$ cat config.mk
export PLATFORM = sky130hd
export DESIGN_NAME = ddr_tx
export DESIGN_NICKNAME = d
export VERILOG_FILES = /design/src/rtl/ddr_pkg.sv /design/src/rtl/ddr_tx_parity_acc.sv /design/src/rtl/ddr_tx.sv
export SDC_FILE = /design/constraint.sdc
export NUM_CORES = 1
export LEC_CHECK = 0
export BUFFER_PORTS_ARGS = -buffer_cell sky130_fd_sc_hd__buf_2
export CORE_ASPECT_RATIO = 0.75
export CORE_MARGIN = 2
export CORE_UTILIZATION = 58
export CTS_CLUSTER_DIAMETER = 40
export DETAILED_ROUTE_END_ITERATION = 8
export GPL_TIMING_DRIVEN = 0
export HOLD_SLACK_MARGIN = 0.08
export PLACE_DENSITY = 0.92
export RECOVER_POWER = 25
export SETUP_SLACK_MARGIN = 0.02
export SYNTH_ARGS = -nofsm -noshare
export SYNTH_HDL_FRONTEND = slang
export SYNTH_HIERARCHICAL = 1
export SYNTH_SLANG_ARGS = --single-unit
$ cat constraint.sdc
create_clock -name i_sys_clk -period 4.6 [get_ports i_sys_clk]
set_clock_uncertainty 0.2 [all_clocks]
set_input_delay 0.92 -clock i_sys_clk [delete_from_list [all_inputs] [get_ports i_sys_clk]]
set_output_delay 0.92 -clock i_sys_clk [all_outputs]
set_load 0.01 [all_outputs]
$ cat src/rtl/ddr_pkg.sv
// ---------------------------------------------------------------------------
// ddr_pkg
// Definitions shared by the HDR-DDR transmitter and receiver:
//   - 4-bit transfer mode codes issued by the DDR CCC controller
//   - the fixed CRC token pattern
//   - the serializer FSM state encoding
// ---------------------------------------------------------------------------
package ddr_pkg;

    localparam logic [3:0] MODE_PRE    = 4'b0000;
    localparam logic [3:0] MODE_BYTE   = 4'b0011;
    localparam logic [3:0] MODE_TOKEN  = 4'b0101;
    localparam logic [3:0] MODE_PARITY = 4'b0110;
    localparam logic [3:0] MODE_CRC    = 4'b0111;

    localparam logic [3:0] CRC_TOKEN   = 4'b1100;

    typedef enum logic [1:0] {
        ST_IDLE,
        ST_LOAD,
        ST_SHIFT,
        ST_DONE
    } ddr_state_e;

endpackage

$ cat src/rtl/ddr_tx_parity_acc.sv
// ---------------------------------------------------------------------------
// ddr_tx_parity_acc
// Odd/even parity accumulator over the 16-bit DDR data word.
//   i_sys_clk / i_sys_rst : clock, asynchronous active-low reset
//   i_load                : capture the contribution of i_data (BYTE load)
//   i_data                : byte being loaded
//   i_commit              : byte completed, fold its contribution in
//   i_clear               : PARITY completed, start a fresh word
//   o_odd / o_even        : XOR of odd / even word bit positions so far
// A byte only contributes once it completes, so an aborted byte leaves the
// accumulator untouched. The first byte of a word is the high half D[15:8].
// ---------------------------------------------------------------------------
module ddr_tx_parity_acc #(
    parameter int DATA_W = 8
) (
    input  logic              i_sys_clk,
    input  logic              i_sys_rst,
    input  logic              i_load,
    input  logic [DATA_W-1:0] i_data,
    input  logic              i_commit,
    input  logic              i_clear,
    output logic              o_odd,
    output logic              o_even
);

    logic                low_half_q, low_half_d;
    logic                odd_q, odd_d;
    logic                even_q, even_d;
    logic                pend_odd_q, pend_odd_d;
    logic                pend_even_q, pend_even_d;
    logic [2*DATA_W-1:0] word;

    // NOTE: every variable driven here gets a default first, so no path leaves it unassigned and no latch is inferred.
    always_comb begin
        pend_odd_d  = pend_odd_q;
        pend_even_d = pend_even_q;
        odd_d       = odd_q;
        even_d      = even_q;
        low_half_d  = low_half_q;

        // Place the byte in its half of the word so the odd/even split follows
        // the word bit positions rather than the byte bit positions.
        word = low_half_q ? {{DATA_W{1'b0}}, i_data} : {i_data, {DATA_W{1'b0}}};

        if (i_load) begin
            pend_odd_d  = 1'b0;
            pend_even_d = 1'b0;
            for (int i = 0; i < 2*DATA_W; i++) begin
                if (i % 2 == 1) pend_odd_d  = pend_odd_d  ^ word[i];
                else            pend_even_d = pend_even_d ^ word[i];
            end
        end

        if (i_clear) begin
            odd_d      = 1'b0;
            even_d     = 1'b0;
            low_half_d = 1'b0;
        end else if (i_commit) begin
            odd_d      = odd_q ^ pend_odd_q;
            even_d     = even_q ^ pend_even_q;
            low_half_d = ~low_half_q;
        end
    end

    // NOTE: sequential state uses non-blocking assignments so every register samples pre-edge values.
    always_ff @(posedge i_sys_clk or negedge i_sys_rst) begin
        if (!i_sys_rst) begin
            low_half_q  <= 1'b0;
            odd_q       <= 1'b0;
            even_q      <= 1'b0;
            pend_odd_q  <= 1'b0;
            pend_even_q <= 1'b0;
        end else begin
            low_half_q  <= low_half_d;
            odd_q       <= odd_d;
            even_q      <= even_d;
            pend_odd_q  <= pend_odd_d;
            pend_even_q <= pend_even_d;
        end
    end

    assign o_odd  = odd_q;
    assign o_even = even_q;

endmodule

$ cat src/rtl/ddr_tx.sv
// ---------------------------------------------------------------------------
// ddr_tx
// HDR-DDR serial transmitter. Serializes preamble, data byte, parity pair,
// CRC token and CRC MSB first onto SDA, one bit per SCL edge (either polarity).
//   i_sys_clk / i_sys_rst       : system clock, asynchronous active-low reset
//   i_sclgen_scl_pos/neg_edge   : one-clk pulses at SCL rise / fall
//   i_ddrccc_tx_en              : transfer enable (level); low aborts
//   i_ddrccc_tx_mode            : mode code, sampled at LOAD
//   i_ddrccc_pre                : preamble bits for PRE
//   i_regf_tx_data              : byte for BYTE, sampled at LOAD
//   i_crc_value                 : CRC for CRC, sampled at LOAD
//   o_sdahnd_tx_sda             : SDA drive value (idles at 1)
//   o_ddrccc_tx_mode_done       : one-clk pulse when a mode completes
//   o_ddrccc_error              : one-clk pulse on an illegal mode
//   o_crc_en                    : high from LOAD through DONE of a BYTE
// ---------------------------------------------------------------------------
module ddr_tx
    import ddr_pkg::*;
#(
    parameter int DATA_W = 8,
    parameter int CRC_W  = 5
) (
    input  logic              i_sys_clk,
    input  logic              i_sys_rst,
    input  logic              i_sclgen_scl_pos_edge,
    input  logic              i_sclgen_scl_neg_edge,
    input  logic              i_ddrccc_tx_en,
    input  logic [3:0]        i_ddrccc_tx_mode,
    input  logic [1:0]        i_ddrccc_pre,
    input  logic [DATA_W-1:0] i_regf_tx_data,
    input  logic [CRC_W-1:0]  i_crc_value,
    output logic              o_sdahnd_tx_sda,
    output logic              o_ddrccc_tx_mode_done,
    output logic              o_ddrccc_error,
    output logic              o_crc_en
);

    localparam int CNT_W = $clog2(DATA_W);

    ddr_state_e        state_q, state_d;
    logic [3:0]        mode_q, mode_d;
    logic [DATA_W-1:0] shreg_q, shreg_d;
    logic [CNT_W-1:0]  cnt_q, cnt_d;
    logic              sda_q, sda_d;
    logic              done_q, done_d;
    logic              err_q, err_d;
    logic              crc_en_q, crc_en_d;

    logic [DATA_W-1:0] load_word;
    logic [CNT_W-1:0]  load_last;
    logic              load_legal;
    logic              par_load, par_commit, par_clear;
    logic              par_odd, par_even;
    logic              scl_edge;

    assign scl_edge = i_sclgen_scl_pos_edge | i_sclgen_scl_neg_edge;

    // Field to send, left-aligned so the shift register MSB is always the
    // bit on SDA; load_last is the bit count minus one.
    always_comb begin
        load_word  = '0;
        load_last  = '0;
        load_legal = 1'b1;
        case (i_ddrccc_tx_mode)
            MODE_PRE: begin
                load_word[DATA_W-1 -: 2] = i_ddrccc_pre;
                load_last                = CNT_W'(1);
            end
            MODE_BYTE: begin
                load_word = i_regf_tx_data;
                load_last = CNT_W'(DATA_W-1);
            end
            MODE_TOKEN: begin
                load_word[DATA_W-1 -: 4] = CRC_TOKEN;
                load_last                = CNT_W'(3);
            end
            MODE_PARITY: begin
                load_word[DATA_W-1 -: 2] = {par_odd, ~par_even};
                load_last                = CNT_W'(1);
            end
            MODE_CRC: begin
                load_word[DATA_W-1 -: CRC_W] = i_crc_value;
                load_last                    = CNT_W'(CRC_W-1);
            end
            default: load_legal = 1'b0;
        endcase
    end

    always_comb begin
        state_d  = state_q;
        mode_d   = mode_q;
        shreg_d  = shreg_q;
        cnt_d    = cnt_q;
        sda_d    = sda_q;
        done_d   = 1'b0;
        err_d    = 1'b0;
        par_load = 1'b0;

        if (!i_ddrccc_tx_en) begin
            // Abort (or plain idling): park SDA high, drop any partial field.
            state_d = ST_IDLE;
            cnt_d   = '0;
            sda_d   = 1'b1;
        end else begin
            case (state_q)
                ST_IDLE: state_d = ST_LOAD;
                ST_LOAD: begin
                    mode_d = i_ddrccc_tx_mode;
                    if (!load_legal) begin
                        err_d   = 1'b1;
                        sda_d   = 1'b1;
                        state_d = ST_IDLE;
                    end else begin
                        shreg_d  = load_word;
                        cnt_d    = load_last;
                        sda_d    = load_word[DATA_W-1];
                        state_d  = ST_SHIFT;
                        par_load = (i_ddrccc_tx_mode == MODE_BYTE);
                    end
                end
                ST_SHIFT: begin
                    if (scl_edge) begin
                        if (cnt_q != '0) begin
                            shreg_d = shreg_q << 1;
                            cnt_d   = cnt_q - CNT_W'(1);
                            sda_d   = shreg_q[DATA_W-2];
                        end else begin
                            state_d = ST_DONE;
                            done_d  = 1'b1;
                        end
                    end
                end
                // Back-to-back modes go straight to the next LOAD.
                ST_DONE: state_d = ST_LOAD;
                default: state_d = ST_IDLE;
            endcase
        end

        // Entering LOAD the mode is not latched yet, so look at the live input.
        if (state_d == ST_LOAD) begin
            crc_en_d = (i_ddrccc_tx_mode == MODE_BYTE);
        end else begin
            crc_en_d = ((state_d == ST_SHIFT) || (state_d == ST_DONE)) && (mode_d == MODE_BYTE);
        end
    end

    // DONE is only reachable through a completed field, so the parity
    // bookkeeping keys off it regardless of what en does in that cycle.
    assign par_commit = (state_q == ST_DONE) && (mode_q == MODE_BYTE);
    assign par_clear  = (state_q == ST_DONE) && (mode_q == MODE_PARITY);

    always_ff @(posedge i_sys_clk or negedge i_sys_rst) begin
        if (!i_sys_rst) begin
            state_q  <= ST_IDLE;
            mode_q   <= '0;
            shreg_q  <= '0;
            cnt_q    <= '0;
            sda_q    <= 1'b1;
            done_q   <= 1'b0;
            err_q    <= 1'b0;
            crc_en_q <= 1'b0;
        end else begin
            state_q  <= state_d;
            mode_q   <= mode_d;
            shreg_q  <= shreg_d;
            cnt_q    <= cnt_d;
            sda_q    <= sda_d;
            done_q   <= done_d;
            err_q    <= err_d;
            crc_en_q <= crc_en_d;
        end
    end

    ddr_tx_parity_acc #(
        .DATA_W (DATA_W)
    ) u_parity_acc (
        .i_sys_clk (i_sys_clk),
        .i_sys_rst (i_sys_rst),
        .i_load    (par_load),
        .i_data    (i_regf_tx_data),
        .i_commit  (par_commit),
        .i_clear   (par_clear),
        .o_odd     (par_odd),
        .o_even    (par_even)
    );

    assign o_sdahnd_tx_sda       = sda_q;
    assign o_ddrccc_tx_mode_done = done_q;
    assign o_ddrccc_error        = err_q;
    assign o_crc_en              = crc_en_q;

endmodule

; ---- Word level (Yosys, flattened, before mapping)
; Index checks and enable logic that the tools add are counted.
[totals]
ff_bits = 25
inputBits = 24
elab_cells = 127
[classes]
addsub = 1
n_eq_ne = 20
n_mux = 59
bitwise = 19
reduce_logical = 15
[ops]
columns = operator, n
row1 = 1-bit two-way mux, 36
row2 = 7-bit two-way mux, 3
row3 = "4-bit by 3-bit equality test with 1-bit output, second input constant", 4
row4 = 16-bit two-way mux, 1
row5 = 1-bit bitwise XOR, 16
row6 = 3-bit two-way mux, 5
row7 = 7-bit one-hot mux with 2 select lines, 1
row8 = "4-bit by 2-bit equality test with 1-bit output, second input constant", 3
row9 = 3-bit one-hot mux with 4 select lines, 1
row10 = 2-bit one-hot mux with 5 select lines, 1
row11 = "3-bit != test, second input constant", 3
row12 = "2-bit equality test, second input constant", 4
row13 = 2-bit two-way mux, 4
row14 = 4-bit two-way mux, 2
row15 = "2-bit != test, second input constant", 3
row16 = 2-bit one-hot mux with 3 select lines, 1
row17 = 3-bit one-hot mux with 2 select lines, 1
row18 = 5-bit AND reduction, 1
row19 = 5-bit OR reduction, 1
row20 = "2-bit by 1-bit equality test with 1-bit output, second input constant", 2
row21 = 4-bit logical NOT, 1
row22 = 1-bit one-hot mux with 2 select lines, 2
row23 = 2-bit one-hot mux with 2 select lines, 1
row24 = 4-bit AND reduction, 1
row25 = 11 further kinds, 16

; ---- Longest topological paths before layout
[logic_depth]
word_depth = 20
ltp_mapped = 7

; ---- By module
; Netlist, hierarchy kept.
[modules_own_cells]
columns = module, instances, cells_per_inst, area_each_um2, seq_area_each_um2
row1 = ddr_tx, 1, 127, 1256.2, 501.7
row2 = ddr_tx_parity_acc, 1, 20, 202.7, 100.1

; ---- Worst setup path after synthesis
; No wires, ideal clock.
[synth_timing]
kind = in2reg
startpoint = input i_sclgen_scl_neg_edge
endpoint = register shreg_q[1]
setup_ps = 125
t_arrival_ps = 2066
setup_slack_ps = 2209
stages = 5
path_buffers = 0
path_cell_list = or2_2 a31oi_1 o21ba_2 nand2_4 mux2_4
[synth_between]
elab_chain_len = 3
[synth_rtl]
columns = item, line
row1 = from (decl), ddr_tx.sv:26  ; input logic i_sclgen_scl_neg_edge,
row2 = 1-bit bitwise OR, ddr_tx.sv:56  ; assign scl_edge = i_sclgen_scl_pos_edge | i_sclgen_scl_neg_edge;
row3 = 2-bit != test (no source line), n/a
row4 = 5-bit AND reduction (no source line), n/a
row5 = to (signal assigned), ddr_tx.sv:165  ; shreg_q <= shreg_d;
row6 = to (decl), ddr_tx.sv:42  ; logic [DATA_W-1:0] shreg_q, shreg_d;
; Every way passes these cells.
; A chain may end at the register's enable or synchronous reset.

; ---- Worst setup path in the final report
[layout_timing]
startpoint = input i_sclgen_scl_neg_edge
endpoint = register shreg_q[2]
; Same word-level chain as after synthesis.

==> metrics.md <==
| Metric | Value |
|---|---|
| Initial antenna violation count | 0 |
| Antenna diodes | 0 |
| Setup slack, reg-to-reg | 2.47 ns |
| Minimum clock period | 2.228 ns |
| Netlist cell types | 40 |
| EDFF count, synth | 0 |
| Initial Utilization | 0.6219 |
| TritonCTS buffer count | 3 |
| Slowest stage delay, CP | 0.32 ns |
| Htree depth | 1 |
| Chip width | 61.91 um |
| Hold depth | 1 |
| Worst Hold End | cnt_q[1] |
| Routability congestion estimate | 0.8310 |
| Peak Freq | 0.4489 GHz |
| Grt total ovfl | 0 |
| # Post-CTS Setup Buffers | 0 |
| Number of global-route vias before repair | 1121 |
| Max rail drop VDD | 376.8 uV |
| Die Area | 2937 um2 |
| Top delay family on crit path | simple AND/OR/NAND/NOR gates |
| Asr flop ratio synth | 1.000 |
| Leakage power | 0.8106 nW |
| Pre-Repair DR Iteration Count | 4 |
| CP required | 4.62 ns |
| Post-CTS Resized | 0 |
| Syn Inst Count | 147 |
| CP Max Fanout | 10 |
| Synth-to-layout area growth | 15.01% |
| Rows | 15 |
| Unrepaired setup endpoints after global routing | false |
| Main synth FF type | dfrtp_1 |
| CTS max path bufs | 2 |
| Flops & latches, synth | 24 |
| Syn nets | 176 |
| TritonCTS clock tree | yes |
| Seq/Total Area, Yosys | 0.4125 |
| Synth warnings | 6 |
| Power Dens Cells | 362.6 nW/um2 |
| CTS Sinks | 24 |
| R2R Path Start | state_q[0] |
| R2R depth | 6 |
| Endpoints failing hold | 0 |
| Final Cycle Share | 0.4843 |
| Worst min path class | flip-flop to flip-flop |
| Hold_buf cts | 0 |
| Clock root cell | clkbuf_4 |
| Largest net degree at the start of global routing | 25 |
| Final Util | 0.7152 |
| Hold Slack | 0.3203 ns |
| Fin. max-slew vios | 0 |
| Avg Inst Size Synth | 9.924 um2 |
| Drt drc | 0 |
| Worst-Margin Slew | 1.257 ns |
| Worst-path clk slew | 0.13 ns |
| Total track usage | 0.2391 |
| Min-delay src | cnt_q[1] |
| Drt total wl | 3.051 mm |
| Post-Syn Area | 1459 um2 |
| I/O pin cnt | 28 |
| Vias per inst | 5.424 |
| Core ar. | 2346 um2 |
| Slew margin rel. | 0.1619 |
| 1st-iter DRT viols | 37 |
| Final nets | 206 |
| Share of layout cells above drive strength 1 | 0.2727 |
| Reg2reg end | shreg_q[2] |
| Max Cap Viol | 0 |
| HPWL Detailed | 2.326 mm |
| Vias | 1139 |
| Crit path cell chain | buf_2, or2_2, a31oi_1, o21ba_2, nand2_4, mux2_4 |
| Status | complete, no violations |
| Data arrival, critical path | 2.25 ns |
| Most frequent cells in the layout | buf_2, dfrtp_1, nand2_1, nor2_1, inv_1 |
| Setup CP Type | input pin to flip-flop |
| Crit end category | flip-flop |
| Fillers | 182 |
| Avg WL per Cell | 14.53 um |
| First-pass GRT wire length | 4.995 mm |
| Post-DRT Antenna Nets | 0 |
| CP bufs+invs | 1 |
| CP max-delay cell | mux2_4 |
| Setup_tns | 0 ns |
| PortBufs | 25 |
| Leading cell type in the layout, fill and taps excluded | buf_2 |
| # setup viols final | 0 |
| Crit start category | input pin |
| Clock latency on the worst-skew pair | 0.32 ns |
| Die H | 47.44 um |
-- flip-flops by register name, indices dropped and copies added (netlist names) --
| name | cells |
|---|---|
| o_sdahnd_tx_sda | 1 |
| o_ddrccc_error | 1 |
| u_parity_acc/pend_odd_q | 1 |
| u_parity_acc/o_odd | 1 |
| shreg_q | 7 |
| u_parity_acc/pend_even_q | 1 |
| mode_q | 4 |
| state_q | 2 |
| o_crc_en | 1 |
| o_ddrccc_tx_mode_done | 1 |
| cnt_q | 3 |
| u_parity_acc/o_even | 1 |
-- synth_stat cells, types with 3 or more instances --
cell	instances	area share
o31ai_1	3	0.015
ha_1	5	0.043
inv_1	10	0.026
o2bb2ai_1	3	0.018
a21oi_1	8	0.027
nand2_1	15	0.039
mux2_4	6	0.062
xor2_1	5	0.030
mux2i_1	5	0.034
dfrtp_1	23	0.39
o21ai_0	5	0.017
nor2_1	14	0.036
xnor2_1	7	0.042
-- layer usage --
metal | global-route usage | part of all wire
met4 | 0.03830 | 0.0033
met3 | 0.06486 | 0.035
met5 | 0 | 0
met2 | 0.4000 | 0.49
met1 | 0.3225 | 0.48
-- logic make-up after synthesis --
family,share of synthesized area
AOI/OAI and AO/OA,0.1432
adders and majority gates,0.04288
buffers and inverters,0.05061
xor gates and xnor gates,0.07204
and+or+nand+nor,0.1672
muxes,0.1115
DFF,0.4125
-- worst reg2reg max path: stages, from the launching register on --
cell	delay (ns)
dfrtp_1	0.44
ha_1	0.30
nor2b_1	0.17
a31oi_1	0.20
o21ba_2	0.21
nand2_4	0.18
mux2_4	0.32
-- layout make-up --
cell class	instances	area [um2]	area share
timing repair buffer	25	123.9	0.07383
multi-input combinational	107	783.3	0.4668
tap	34	42.54	0.02535
inverter	10	37.54	0.02237
clock inverter	1	30.03	0.01790
sequential	24	601.8	0.3587
clock buffer	3	22.52	0.01342
buffer	6	36.28	0.02163
-- per-stage QoR --
step	total power [mW]	worst slack [ns]	instance area [um2]	std cells
after floorplan	0.4093	2.209	1459	147
after global placement	0.4481	2.047	1627	206
after CTS	0.6110	2.372	1679	210
after detailed placement	0.4588	2.024	1627	206
final	0.6084	2.372	1678	210
after global routing	0.6465	2.316	1678	210
-- worst max path at each step --
stage / startpoint / to / slack (ns) / cells after the start
2_1_floorplan: i_sclgen_scl_neg_edge / shreg_q[1] / 2.21 / 5
3_3_place_gp: i_sclgen_scl_neg_edge / shreg_q[4] / 2.05 / 6
3_5_place_dp: i_sclgen_scl_neg_edge / shreg_q[6] / 2.02 / 6
4_1_cts: i_sclgen_scl_neg_edge / shreg_q[6] / 2.37 / 6
5_1_grt: state_q[0] / shreg_q[5] / 2.32 / 6
6_report: i_sclgen_scl_neg_edge / shreg_q[2] / 2.37 / 6
-- report_power, final --
part           total (mW)  internal [mW]  leakage (nW)  switching (mW)
registers           0.286          0.258         0.318          0.0282
clock network       0.154         0.0882        0.0279          0.0653
logic               0.169         0.0833         0.465          0.0856
total               0.608          0.429         0.811           0.179
Note: power is estimated with default switching activity, not from simulation.
